### src/rtl/css_mcu0_dmi_pkg.sv
// Shared definitions for the MCU0 uncore DMI bridge: FSM states, local register map
// and status word layout.
package css_mcu0_dmi_pkg;

    typedef enum logic [1:0] {
        IDLE = 2'd0,
        REQ  = 2'd1,
        WAIT = 2'd2
    } state_e;

    localparam logic [6:0] STATUS_ADDR_DEF = 7'h7F;
    localparam logic [6:0] RDATA_ADDR_DEF  = 7'h7E;

    localparam int unsigned STAT_BUSY_BIT    = 0;
    localparam int unsigned STAT_ERR_BIT     = 1;
    localparam int unsigned STAT_TIMEOUT_BIT = 2;
    localparam int unsigned STAT_OVERRUN_BIT = 3;

    function automatic logic [31:0] pack_status(input logic busy, input logic err,
                                                input logic timeout, input logic overrun);
        logic [31:0] w;
        w                   = '0;
        w[STAT_BUSY_BIT]    = busy;
        w[STAT_ERR_BIT]     = err;
        w[STAT_TIMEOUT_BIT] = timeout;
        w[STAT_OVERRUN_BIT] = overrun;
        return w;
    endfunction

endpackage

### src/rtl/css_mcu0_dmi_timeout_cnt.sv
// Transaction age counter: cleared at request launch, counts while enabled and
// flags expiry on the cycle its count reaches TIMEOUT_CYCLES.
module css_mcu0_dmi_timeout_cnt #(
    parameter int unsigned CNT_W          = 8,
    parameter int unsigned TIMEOUT_CYCLES = 255
) (
    input  logic clk,
    input  logic rst,
    input  logic clear,
    input  logic enable,
    output logic expire
);

    localparam logic [CNT_W-1:0] LIMIT = CNT_W'(TIMEOUT_CYCLES);

    logic [CNT_W-1:0] cnt_q;
    logic [CNT_W-1:0] cnt_d;
    logic [CNT_W-1:0] cnt_inc;

    always_comb begin
        // Saturate at the limit so a request accepted on its deadline still ages out.
        cnt_inc = (cnt_q == LIMIT) ? LIMIT : cnt_q + CNT_W'(1);
        cnt_d   = cnt_q;
        expire  = 1'b0;
        if (clear) begin
            cnt_d = '0;
        end else if (enable) begin
            cnt_d  = cnt_inc;
            expire = (cnt_inc == LIMIT);
        end
    end

    always_ff @(posedge clk) begin
        if (rst) begin
            cnt_q <= '0;
        end else begin
            cnt_q <= cnt_d;
        end
    end

endmodule

### src/rtl/css_mcu0_dmi_uncore_bridge.sv
// Terminates the uncore DMI aperture: turns single-cycle DMI strobes into valid/ready
// bus requests, captures read data and keeps sticky error/timeout/overrun status.
module css_mcu0_dmi_uncore_bridge
    import css_mcu0_dmi_pkg::*;
#(
    parameter logic [6:0]  STATUS_ADDR    = STATUS_ADDR_DEF,
    parameter logic [6:0]  RDATA_ADDR     = RDATA_ADDR_DEF,
    parameter int unsigned TIMEOUT_CYCLES = 255,
    parameter int unsigned CNT_W          = 8
) (
    input  logic        clk,
    input  logic        rst,
    input  logic        dmi_uncore_en,
    input  logic        dmi_uncore_wr_en,
    input  logic [6:0]  dmi_uncore_addr,
    input  logic [31:0] dmi_uncore_wdata,
    output logic [31:0] dmi_uncore_rdata,
    output logic        req_valid,
    input  logic        req_ready,
    output logic        req_write,
    output logic [6:0]  req_addr,
    output logic [31:0] req_wdata,
    input  logic        rsp_valid,
    input  logic [31:0] rsp_rdata,
    input  logic        rsp_err
);

    state_e      state_q,     state_d;
    logic        req_write_q, req_write_d;
    logic [6:0]  req_addr_q,  req_addr_d;
    logic [31:0] req_wdata_q, req_wdata_d;
    logic [31:0] data_q,      data_d;
    logic [31:0] rdata_q,     rdata_d;
    // sticky_q: [0]=err, [1]=timeout, [2]=overrun (aligned with wdata[3:1] for W1C)
    logic [2:0]  sticky_q,    sticky_d;

    logic        busy;
    logic        is_local;
    logic        bus_en;
    logic        cnt_clear;
    logic        expire;
    logic        err_set;
    logic        to_set;
    logic        ov_set;
    logic [2:0]  w1c_mask;
    logic [31:0] status_word;

    css_mcu0_dmi_timeout_cnt #(
        .CNT_W          (CNT_W),
        .TIMEOUT_CYCLES (TIMEOUT_CYCLES)
    ) u_timeout_cnt (
        .clk    (clk),
        .rst    (rst),
        .clear  (cnt_clear),
        .enable (busy),
        .expire (expire)
    );

    assign busy        = (state_q != IDLE);
    assign is_local    = (dmi_uncore_addr == STATUS_ADDR) || (dmi_uncore_addr == RDATA_ADDR);
    assign bus_en      = dmi_uncore_en && !is_local;
    assign status_word = pack_status(busy, sticky_q[0], sticky_q[1], sticky_q[2]);

    always_comb begin
        state_d     = state_q;
        req_write_d = req_write_q;
        req_addr_d  = req_addr_q;
        req_wdata_d = req_wdata_q;
        data_d      = data_q;
        rdata_d     = rdata_q;
        cnt_clear   = 1'b0;
        err_set     = 1'b0;
        to_set      = 1'b0;
        ov_set      = 1'b0;
        w1c_mask    = '0;

        unique case (state_q)
            IDLE: begin
                if (bus_en) begin
                    req_write_d = dmi_uncore_wr_en;
                    req_addr_d  = dmi_uncore_addr;
                    req_wdata_d = dmi_uncore_wdata;
                    cnt_clear   = 1'b1;
                    state_d     = REQ;
                end
            end
            REQ: begin
                if (req_ready) begin
                    state_d = WAIT;
                end else if (expire) begin
                    state_d = IDLE;
                    to_set  = 1'b1;
                    data_d  = '0;
                end
            end
            WAIT: begin
                if (rsp_valid) begin
                    state_d = IDLE;
                    err_set = rsp_err;
                    if (!req_write_q) begin
                        data_d  = rsp_rdata;
                        rdata_d = rsp_rdata;
                    end
                end else if (expire) begin
                    state_d = IDLE;
                    to_set  = 1'b1;
                    data_d  = '0;
                end
            end
            default: state_d = IDLE;
        endcase

        if (bus_en && busy) begin
            ov_set = 1'b1;
        end

        // Local reads override a same-cycle response capture on the DMI return path.
        if (dmi_uncore_en && !dmi_uncore_wr_en) begin
            if (dmi_uncore_addr == STATUS_ADDR) begin
                rdata_d = status_word;
            end else if (dmi_uncore_addr == RDATA_ADDR) begin
                rdata_d = data_q;
            end
        end

        if (dmi_uncore_en && dmi_uncore_wr_en && (dmi_uncore_addr == STATUS_ADDR)) begin
            w1c_mask = dmi_uncore_wdata[3:1];
        end

        sticky_d = (sticky_q & ~w1c_mask) | {ov_set, to_set, err_set};
    end

    always_ff @(posedge clk) begin
        if (rst) begin
            state_q     <= IDLE;
            req_write_q <= 1'b0;
            req_addr_q  <= '0;
            req_wdata_q <= '0;
            data_q      <= '0;
            rdata_q     <= '0;
            sticky_q    <= '0;
        end else begin
            state_q     <= state_d;
            req_write_q <= req_write_d;
            req_addr_q  <= req_addr_d;
            req_wdata_q <= req_wdata_d;
            data_q      <= data_d;
            rdata_q     <= rdata_d;
            sticky_q    <= sticky_d;
        end
    end

    assign req_valid        = (state_q == REQ);
    assign req_write        = req_write_q;
    assign req_addr         = req_addr_q;
    assign req_wdata        = req_wdata_q;
    assign dmi_uncore_rdata = rdata_q;

endmodule

### config.mk
export PLATFORM = sky130hd
export DESIGN_NAME = css_mcu0_dmi_uncore_bridge
export DESIGN_NICKNAME = d
export VERILOG_FILES = /design/src/rtl/css_mcu0_dmi_pkg.sv /design/src/rtl/css_mcu0_dmi_timeout_cnt.sv /design/src/rtl/css_mcu0_dmi_uncore_bridge.sv
export SDC_FILE = /design/constraint.sdc
export NUM_CORES = 1
export LEC_CHECK = 0
export ABC_AREA = 1
export ABC_CLOCK_PERIOD_IN_PS = 2700
export CELL_PAD_IN_SITES_DETAIL_PLACEMENT = 0
export CELL_PAD_IN_SITES_GLOBAL_PLACEMENT = 1
export CORE_ASPECT_RATIO = 1.25
export CORE_UTILIZATION = 33
export CTS_BUF_LIST = sky130_fd_sc_hd__clkbuf_16
export CTS_CLUSTER_SIZE = 10
export DETAILED_ROUTE_END_ITERATION = 6
export PLACE_DENSITY = 0.77
export SKIP_LAST_GASP = 1
export SLEW_MARGIN = 20
export SYNTH_ARGS = -nofsm -noshare
export SYNTH_HDL_FRONTEND = slang
export SYNTH_HIERARCHICAL = 1
export SYNTH_SLANG_ARGS = --single-unit
### constraint.sdc
create_clock -name clk -period 2.7 [get_ports clk]
set_clock_uncertainty 0.2 [all_clocks]
set_input_delay 0.54 -clock clk [delete_from_list [all_inputs] [get_ports clk]]
set_output_delay 0.54 -clock clk [all_outputs]
set_load 0.1 [all_outputs]
==> metrics <==
Final nets a little over 1000; die extent in x approximately 120 um; Crit path largest cell delay 0.48 ns; Avg Cell Area, Syn ~6.6 um2; fraction of layout instances using a drive strength above 1 between 10 and 15%; Post-CTS Resized 0; Die Height 144 um; Slew HR 48.5%; row count 51; Seq cells post-synth 117; I/O pin count approximately 150; Hold Path Origin data_q[3]$_SDFFE_PP0P_; Final Max Slew Viols 0; CTS tree yes; total number of vias 5268; final core occ a little under half; Initial Utilization 34.1%; status finished clean; Hold-fix buffers, CTS 0; first-pass GRT wire length 25.1 mm; Synth top area share 43.7%; postcts setup bufs 0; initial antenna violation count 0; DP Cell Count approximately 1100; worst reg2reg path depth 15; Tot GR Track Use 19.5%; Antenna Violating Nets Remaining 0; min-delay worst type register to register; commonest cells after routing, fill and taps aside nand2_1, nor2_1, dfxtp_1, buf_4, clkdlybuf4s50_1; synth unique cells 27; kind of critical path input port to register; critical path arrival 2.41 ns; metal3 WL 695 um; RePlAce Congestion between 0.7 and 0.8; Port Buffers 150; Worst path top cell family by delay simple AND/OR/NAND/NOR gates; fin crit share 86.5%; CP Buf/Inv Count 4; leakage power 3.40 nW; r2r endpoint data_q[26]$_SDFFE_PP0P_; Non-Filler Instances roughly 1200; Required @ worst endpoint 2.77 ns; post-synth net total between 800 and 900; cell mode on critical path nand2_1; Die ar. 0.0167 mm2; synth warn 6; TritonCTS Buffers 17; initial drt markers 252; CTS Buffer Depth 2; RSZ-0062 raised after global routing false; met2 wire len 7.78 mm; Worst setup SP type input port; crit path cell chain clkdlybuf4s50_1, nand2_1, nor2_4, nand2_1, nand4_4, inv_2, inv_1, nand2_1, nor2_1, nand2_1, nor2_2, nand2_1, o21ai_1, nand3_1, buf_12, nand2_1, a21oi_1; final setup vio count 0; ant diodes 0; GRT overflow 0; Worst VDD drop around 0.00036 V; Top Layer Used met4; Hold Vio Cnt, Final 0; clk root buf clkbuf_16; Reg2Reg Launch Point u_timeout_cnt/cnt_q[0]$_SDFFE_PP0P_; detailed-router iteration count before antenna repair 4; MaxCap Viol Count 0; Clock Sinks 117; Crit. End Element register; routed wire length 15.3 mm; H-tree Lvls 4; R2R Setup Slk 0.38 ns; Synth Instances 809; mean number of vias per cell 4.48; Synth area leader dfxtp_1; synthesized cell area 0.00536 mm2; vias in the first global route 5067; DRT met1 WL 6.56 mm; core region area 0.0157 mm2; drt drc 0; largest cells by area after synthesis dfxtp_1, nand2_1, nor2_1, a21oi_1, inv_1; Filler Cells Inserted between 1500 and 2000; worst-skew pair later-pin latency 0.41 ns; commonest non-fill, non-tap cell in the layout nand2_1; Final Critical Period 2.33 ns; Post-DP HPWL roughly 10 mm; sequential element share of the synthesized area 43.7%; largest net degree at the start of global routing 81; CP max FO 32; area delta synth->final 39.9%; FMAX 428 MHz; CTS clk-pin slew, worst paths roughly 0.050 ns; Power Density 806 mW/mm2; Worst Hold Path EP data_q[3]$_SDFFE_PP0P_; worst slew pin tran 0.773 ns; worst hold stages 2; WL/cell 13.0 um; CP max stage cell clkdlybuf4s50_1
-- synthesized netlist by cell type --
cell,instances
o21a_1,4
buf_2,21
o21ai_0,9
o21ai_1,33
inv_1,65
nor2_1,166
nand4_1,3
nand4_4,1
nand3_2,2
clkbuf_1,18
o211ai_1,3
xnor2_1,1
buf_4,3
ha_1,5
buf_6,3
a21oi_1,69
and3_1,1
nand2_2,2
dfxtp_1,117
nor2_4,3
nand3_1,16
nor3_1,32
nand2_1,219
buf_1,2
nand2_4,1
inv_2,7
nor2_2,3
-- layer usage --
layer  track usage, %  vias up
met1             22.8     2327
met4             7.56        0
met3             4.57       15
li1                 -     2801
met2             34.0      125
met5                0        -
-- kinds of logic (layout without fill, tap and decap cells) --
group | after synthesis | in the layout | synth area share, %
XOR/XNOR | 1 | 1 | 0.164
AND/OR/NAND/NOR | 449 | 449 | 34.1
AO/OA/AOI/OAI | 118 | 118 | 11.4
adder cells (fa/ha/maj) | 5 | 5 | 1.17
buffers and inverters | 119 | 275 | 9.46
flip-flops | 117 | 117 | 43.7
-- layout make-up --
cell class / instances / area (um2) / area share [%]
multi-input cells: 573 / 2510 / 33.5
clock inverters: 15 / 118 / 1.57
repair buffers: 171 / 1560 / 20.9
flip-flops and latches: 117 / 2340 / 31.3
well taps: 212 / 265 / 3.54
inverters: 72 / 270 / 3.61
clock buffers: 17 / 425 / 5.68
-- metrics by stage --
step / area (um2) / hold WS, ns / setup WS [ns] / total power [mW] / setup TNS [ns]
after floorplan: 5360 / 0.240 / 0.271 / 3.52 / 0
after global placement: 6950 / 0.247 / -0.0519 / 4.03 / -1.58
after detailed placement: 6950 / 0.255 / -0.0646 / 4.03 / -1.88
after CTS: 7490 / 0.263 / 0.356 / 6.11 / 0
after global routing: 7490 / 0.278 / 0.0739 / 6.34 / 0
final: 7490 / 0.261 / 0.365 / 6.04 / 0
-- worst max-delay path by stage --
stage | cells past startpoint | slack (ns) | from | to
finish | 17 | 0.37 | dmi_uncore_addr[6] | data_q[26]$_SDFFE_PP0P_
floorplan | 17 | 0.27 | dmi_uncore_addr[3] | data_q[24]$_SDFFE_PP0P_
detailed placement | 17 | -0.06 | dmi_uncore_addr[6] | data_q[15]$_SDFFE_PP0P_
CTS | 15 | 0.36 | u_timeout_cnt/cnt_q[0]$_SDFFE_PP0P_ | data_q[27]$_SDFFE_PP0P_
global route | 17 | 0.07 | dmi_uncore_addr[2] | data_q[15]$_SDFFE_PP0P_
global placement | 17 | -0.05 | dmi_uncore_addr[6] | data_q[27]$_SDFFE_PP0P_
-- where the power goes --
part	switching (mW)	internal, mW	leakage [nW]
Sequential	0.109	1.89	0.955
Combinational	1.47	0.515	2.19
Clock	0.807	1.25	0.259
-- sequential cells by signal (all words and copies together), names as in the netlist --
signal               count
data_q                  32
dmi_uncore_rdata        32
req_wdata               32
u_timeout_cnt/cnt_q      8
req_addr                 7
sticky_q                 3
state_q                  2
req_write                1
-- worst min-delay path, delay by kind of cell, from the launching register on --
kind	cells	cell delay (ns)
compound gates	1	0.05
flops	1	0.31
simple gates	1	0.06
Note: power is estimated with default switching activity, not from simulation.
